--- src/rtl/regfile_sb.sv ---
// regfile_sb: parameterised 2R/1W register file for the ID stage, with a
// per-register pending-write scoreboard.
//
// Ports:
//   clk, rst_n          clock (rising edge), async active-low reset
//   addr_r1/addr_r2     read addresses; data_rN/busy_rN are combinational
//   write_en/addr_w/data_w  WB-stage write (clears the pending bit)
//   iss_en/addr_iss     issue: marks the destination register pending
//   pend_cnt            registered count of pending registers
//
// Parameters: DATA_W, ADDR_W (depth = 2**ADDR_W), ZERO_R0 (hardwired-zero
// register 0), BYPASS (same-cycle write-to-read forwarding).
module regfile_sb #(
  parameter int DATA_W  = 16,
  parameter int ADDR_W  = 4,
  parameter int ZERO_R0 = 1,
  parameter int BYPASS  = 1
) (
  input  logic              clk,
  input  logic              rst_n,
  input  logic [ADDR_W-1:0] addr_r1,
  input  logic [ADDR_W-1:0] addr_r2,
  output logic [DATA_W-1:0] data_r1,
  output logic [DATA_W-1:0] data_r2,
  output logic              busy_r1,
  output logic              busy_r2,
  input  logic              write_en,
  input  logic [ADDR_W-1:0] addr_w,
  input  logic [DATA_W-1:0] data_w,
  input  logic              iss_en,
  input  logic [ADDR_W-1:0] addr_iss,
  output logic [ADDR_W:0]   pend_cnt
);
  localparam int DEPTH = 1 << ADDR_W;

  logic [DEPTH-1:0][DATA_W-1:0] regs_q, regs_d;
  logic [DEPTH-1:0]             pend_q, pend_d;
  logic [ADDR_W:0]              cnt_q, cnt_d;

  // Accesses to the hardwired-zero register are dropped at the source, so
  // register 0 never changes and never becomes pending.
  logic wr_ok, iss_ok;
  assign wr_ok  = write_en && !((ZERO_R0 != 0) && (addr_w   == '0));
  assign iss_ok = iss_en   && !((ZERO_R0 != 0) && (addr_iss == '0));

  always_comb begin
    regs_d = regs_q;
    pend_d = pend_q;
    if (wr_ok) begin
      regs_d[addr_w] = data_w;
      pend_d[addr_w] = 1'b0;
    end
    // Issue is applied after the write so a same-cycle re-issue of the
    // register being written back keeps it pending (new producer wins).
    if (iss_ok) pend_d[addr_iss] = 1'b1;
  end

  // Count is derived from the next pending vector, so it always matches the
  // bits it describes on the same edge.
  always_comb begin
    cnt_d = '0;
    for (int i = 0; i < DEPTH; i++)
      cnt_d = cnt_d + {{ADDR_W{1'b0}}, pend_d[i]};
  end

  always_ff @(posedge clk or negedge rst_n) begin
    if (!rst_n) begin
      regs_q <= '0;
      pend_q <= '0;
      cnt_q  <= '0;
    end else begin
      regs_q <= regs_d;
      pend_q <= pend_d;
      cnt_q  <= cnt_d;
    end
  end

  assign pend_cnt = cnt_q;

  // Read path: {busy, data}. Outputs are forced quiet while in reset because
  // the bypass path would otherwise leak data_w combinationally.
  function automatic logic [DATA_W:0] read_port(input logic [ADDR_W-1:0] a);
    logic [DATA_W:0] r;
    r = {pend_q[a], regs_q[a]};
    if ((BYPASS != 0) && write_en && (addr_w == a)) r = {1'b0, data_w};
    if (((ZERO_R0 != 0) && (a == '0)) || !rst_n)   r = '0;
    return r;
  endfunction

  assign {busy_r1, data_r1} = read_port(addr_r1);
  assign {busy_r2, data_r2} = read_port(addr_r2);

endmodule

--- config.mk ---
export PLATFORM = sky130hd
export DESIGN_NAME = regfile_sb
export DESIGN_NICKNAME = d
export VERILOG_FILES = /design/src/rtl/regfile_sb.sv
export SDC_FILE = /design/constraint.sdc
export NUM_CORES = 1
export LEC_CHECK = 0
export CORE_ASPECT_RATIO = 1.1
export CORE_UTILIZATION = 36
export DETAILED_ROUTE_END_ITERATION = 12
export GPL_TIMING_DRIVEN = 1
export HOLD_SLACK_MARGIN = 0.15
export SYNTH_ARGS = -nofsm -noshare
export SYNTH_HDL_FRONTEND = slang
export SYNTH_SLANG_ARGS = --single-unit
--- constraint.sdc ---
create_clock -name clk -period 4.9 [get_ports clk]
set_clock_uncertainty 0.2 [all_clocks]
set_input_delay 0.98 -clock clk [delete_from_list [all_inputs] [get_ports clk]]
set_output_delay 0.98 -clock clk [all_outputs]
set_load 0.01 [all_outputs]
==> flow_summary.json, run 1 <==
{
  "routabilityCongestion": 0.8906,
  "grt_pass1_wl_mm": 74.66,
  "cts.htree.levels": 1,
  "pre_cts_slack_ns": -0.5186,
  "clk_pin_slew_worst_paths_ns": 0.06,
  "final_common_cell": "dfrtp_1",
  "path_class": "primary input to output pin",
  "diodes": 0,
  "cts-root-buf": "clkbuf_16",
  "final_cells": 1864,
  "wire_per_inst_um": 26.54,
  "post-dp-hpwl_mm": 33.15,
  "fin_crit_ns": 4.798,
  "ys_ff_latch": 277,
  "hold_viol": 0,
  "drv_cap": 0,
  "core_mm2": 0.04250,
  "avgSynthCellArea_um2": 13.39,
  "cts_tree": "built",
  "setup_violations": 0,
  "seqCellArea_mm2": 0.006932,
  "outcome": "completed",
  "routed-via-count": 10951,
  "seq_area_frac_synth": 0.4437,
  "layout_common_cells": "dfrtp_1 (277), mux2_2 (235), mux2i_1 (128)",
  "hp-class": "flop to flop",
  "gr-total-overflow": 0,
  "num_rows": 79,
  "critPathLaunch": "addr_r1[3]",
  "crit_slowest_cell": "clkdlybuf4s50_1",
  "wl_mm": 49.47,
  "crit_required_ns": 3.72,
  "cpMostUsedCell": "clkdlybuf4s50_1",
  "portBuffers": 74,
  "cp_max_fo": 7,
  "max_slew_margin": 0.4012,
  "nets": 1325,
  "firstDrtPassIters": 5,
  "syn-cell-area_mm2": 0.01562,
  "min_period_over_period": 0.9793,
  "synthArstFlopShare": 1.000,
  "max_freq_ghz": 0.2084,
  "drt_iter0_markers": 977,
  "synth_ff_type": "dfrtp_1",
  "hold_ws_ns": 0.2018,
  "arrival_ns": 3.62,
  "vias_per_cell": 5.875,
  "cpPeakStageDelay_ns": 0.60,
  "rsz0062_at_grt": "no",
  "dieArea_mm2": 0.04423,
  "multi_input_area_mm2": 0.008031,
  "crit_chain": "clkdlybuf4s50_1, buf_12, nand3b_1, buf_4, o22ai_1, a2111oi_2, a21oi_1, clkdlybuf4s50_1",
  "die_w_um": 200.6,
  "clock_sinks": 277,
  "worstSetupStartpointType": "primary input",
  "grt_pass1_vias": 11742,
  "io_pins": 75,
  "r2r_start": "pend_q[13]$_DFF_PN0_",
  "initial_utilization": 0.3676,
  "irDropWorstVdd_v": 0.0006435,
  "area_growth_pct": 19.01,
  "final.fill_count": 3892,
  "drive_above_1_share": 0.4148,
  "grt_start_max_net_pins": 169,
  "place_inst": 1807,
  "min_from": "regs_q[2]$_DFFE_PN0P_",
  "worstMarginPinSlew_ns": 0.8982,
  "clock_latency_ns": 0.57,
  "syn_inst": 1167,
  "maxSlewViolCount": 0,
  "end_kind": "output pin",
  "drtAntennaViolNets": 0,
  "powerDensity_mw_per_mm2": 432.4,
  "antenna_found_initial": 1,
  "synth_fp_nets": 1218,
  "fin_ws_ns": 0.1016,
  "synthDistinctLibCells": 46,
  "post-cts-setup-buffers": 0,
  "clockBufferDepth": 3,
  "p_leak_uw": 0.007849,
  "grt_usage": 0.2267,
  "numCtsBuffers": 31,
  "die_h_um": 220.5,
  "drc_errors": 0,
  "synth_edf_count": 0,
  "yosysWarnings": 0
}
-- metal layers --
metal / routed length, µm / vias to the layer above / track usage
li1: - / 4644 / -
met1: 22460 / 5742 / 0.3243
met2: 22190 / 451 / 0.3525
met3: 3215 / 112 / 0.03579
met4: 1594 / 2 / 0.07303
met5: 8 / - / 0
-- synthesized netlist by cell type (15+ instances only) --
master / number / share of area
a21oi_1: 33 / 0.011
inv_1: 15 / 0.0036
buf_2: 49 / 0.016
mux2i_1: 128 / 0.082
a2111oi_2: 22 / 0.021
dfrtp_1: 277 / 0.44
o31ai_1: 35 / 0.017
o21ai_0: 19 / 0.0061
mux4_2: 72 / 0.10
clkbuf_1: 50 / 0.012
mux2_2: 235 / 0.17
o22ai_1: 66 / 0.026
nor2b_1: 35 / 0.014
buf_4: 16 / 0.0077
-- final cells by class --
type	instances	area share
multi-input cells	750	0.4320
flip-flops and latches	277	0.3728
repair buffers	199	0.09731
clock buffers	44	0.04758
well taps	567	0.03816
clock inverters	12	0.009152
inverters	15	0.003028
-- registers in the layout, indices dropped and copies added (netlist names) --
name	flops
regs_q	256
pend_q	16
pend_cnt	5
-- worst max-delay path, delay by kind of cell --
| family | cells | cell delay (ns) |
|---|---|---|
| buffers and inverters | 4 | 1.69 |
| AO/OA/AOI/OAI | 3 | 0.56 |
| AND/OR/NAND/NOR | 1 | 0.39 |
-- through the flow --
stage	power (µW)	instance area (µm²)	TNS (ns)	utilization
CTS	8087	18580	0	0.4372
floorplan	4790	15720	-0.2578	-
detailed placement	5648	17520	-1.957	0.4122
global route	8521	18590	0	0.4374
finish	8039	18590	0	0.4374
global placement	5566	17520	-1.867	0.4122
-- logic make-up (layout without fill, tap and decap cells) --
kind of cell,Yosys count,after routing,share of synthesized area
buffers and inverters,140,270,0.04613
multiplexers,442,442,0.3602
AND/OR/NAND/NOR,91,91,0.03692
flip-flops,277,277,0.4437
adder cells (fa/ha/maj),15,15,0.01682
XOR/XNOR,10,10,0.005606
AO/OA/AOI/OAI,192,192,0.09058
-- report_power, final --
group | leakage (µW) | internal [µW] | switching, µW | total (µW)
Combinational | 0.00391 | 1370 | 1050 | 2420
Clock | 0.000518 | 1460 | 972 | 2430
Sequential | 0.00342 | 2820 | 372 | 3190
-- path summary, 6_finish.rpt --
kind / end / slack, ns / cells after the start
setup / recovery: data_r1[7] / 0.10 / 8
hold / removal: regs_q[2]$_DFFE_PN0P_ / 0.20 / 0
setup reg to reg: pend_cnt[4]$_DFF_PN0_ / 1.00 / 13
hold reg to reg: regs_q[2]$_DFFE_PN0P_ / 0.20 / 0
max in group asynchronous: pend_q[6]$_DFF_PN0_ / 2.05 / 4
min in group asynchronous: regs_q[214]$_DFFE_PN0P_ / 0.60 / 2
-- what timing repair did --
item | CTS | global route
resized for setup | 0 | 12
hold buffers | 1 | 0
setup endpoints to repair | 0 | 6
hold endpoints to repair | 10 | 0
Note: power is estimated with default switching activity, not from simulation.
==> inputs of run 2 (changes only) <==
--- a/config.mk
+++ b/config.mk
@@ -10,6 +10,7 @@
 export DETAILED_ROUTE_END_ITERATION = 12
 export GPL_TIMING_DRIVEN = 1
 export HOLD_SLACK_MARGIN = 0.15
+export SLEW_MARGIN = 0
 export SYNTH_ARGS = -nofsm -noshare
 export SYNTH_HDL_FRONTEND = slang
 export SYNTH_SLANG_ARGS = --single-unit
==> results of run 2 <==
The final DEF is identical to that of run 1; final timing and power are the same.
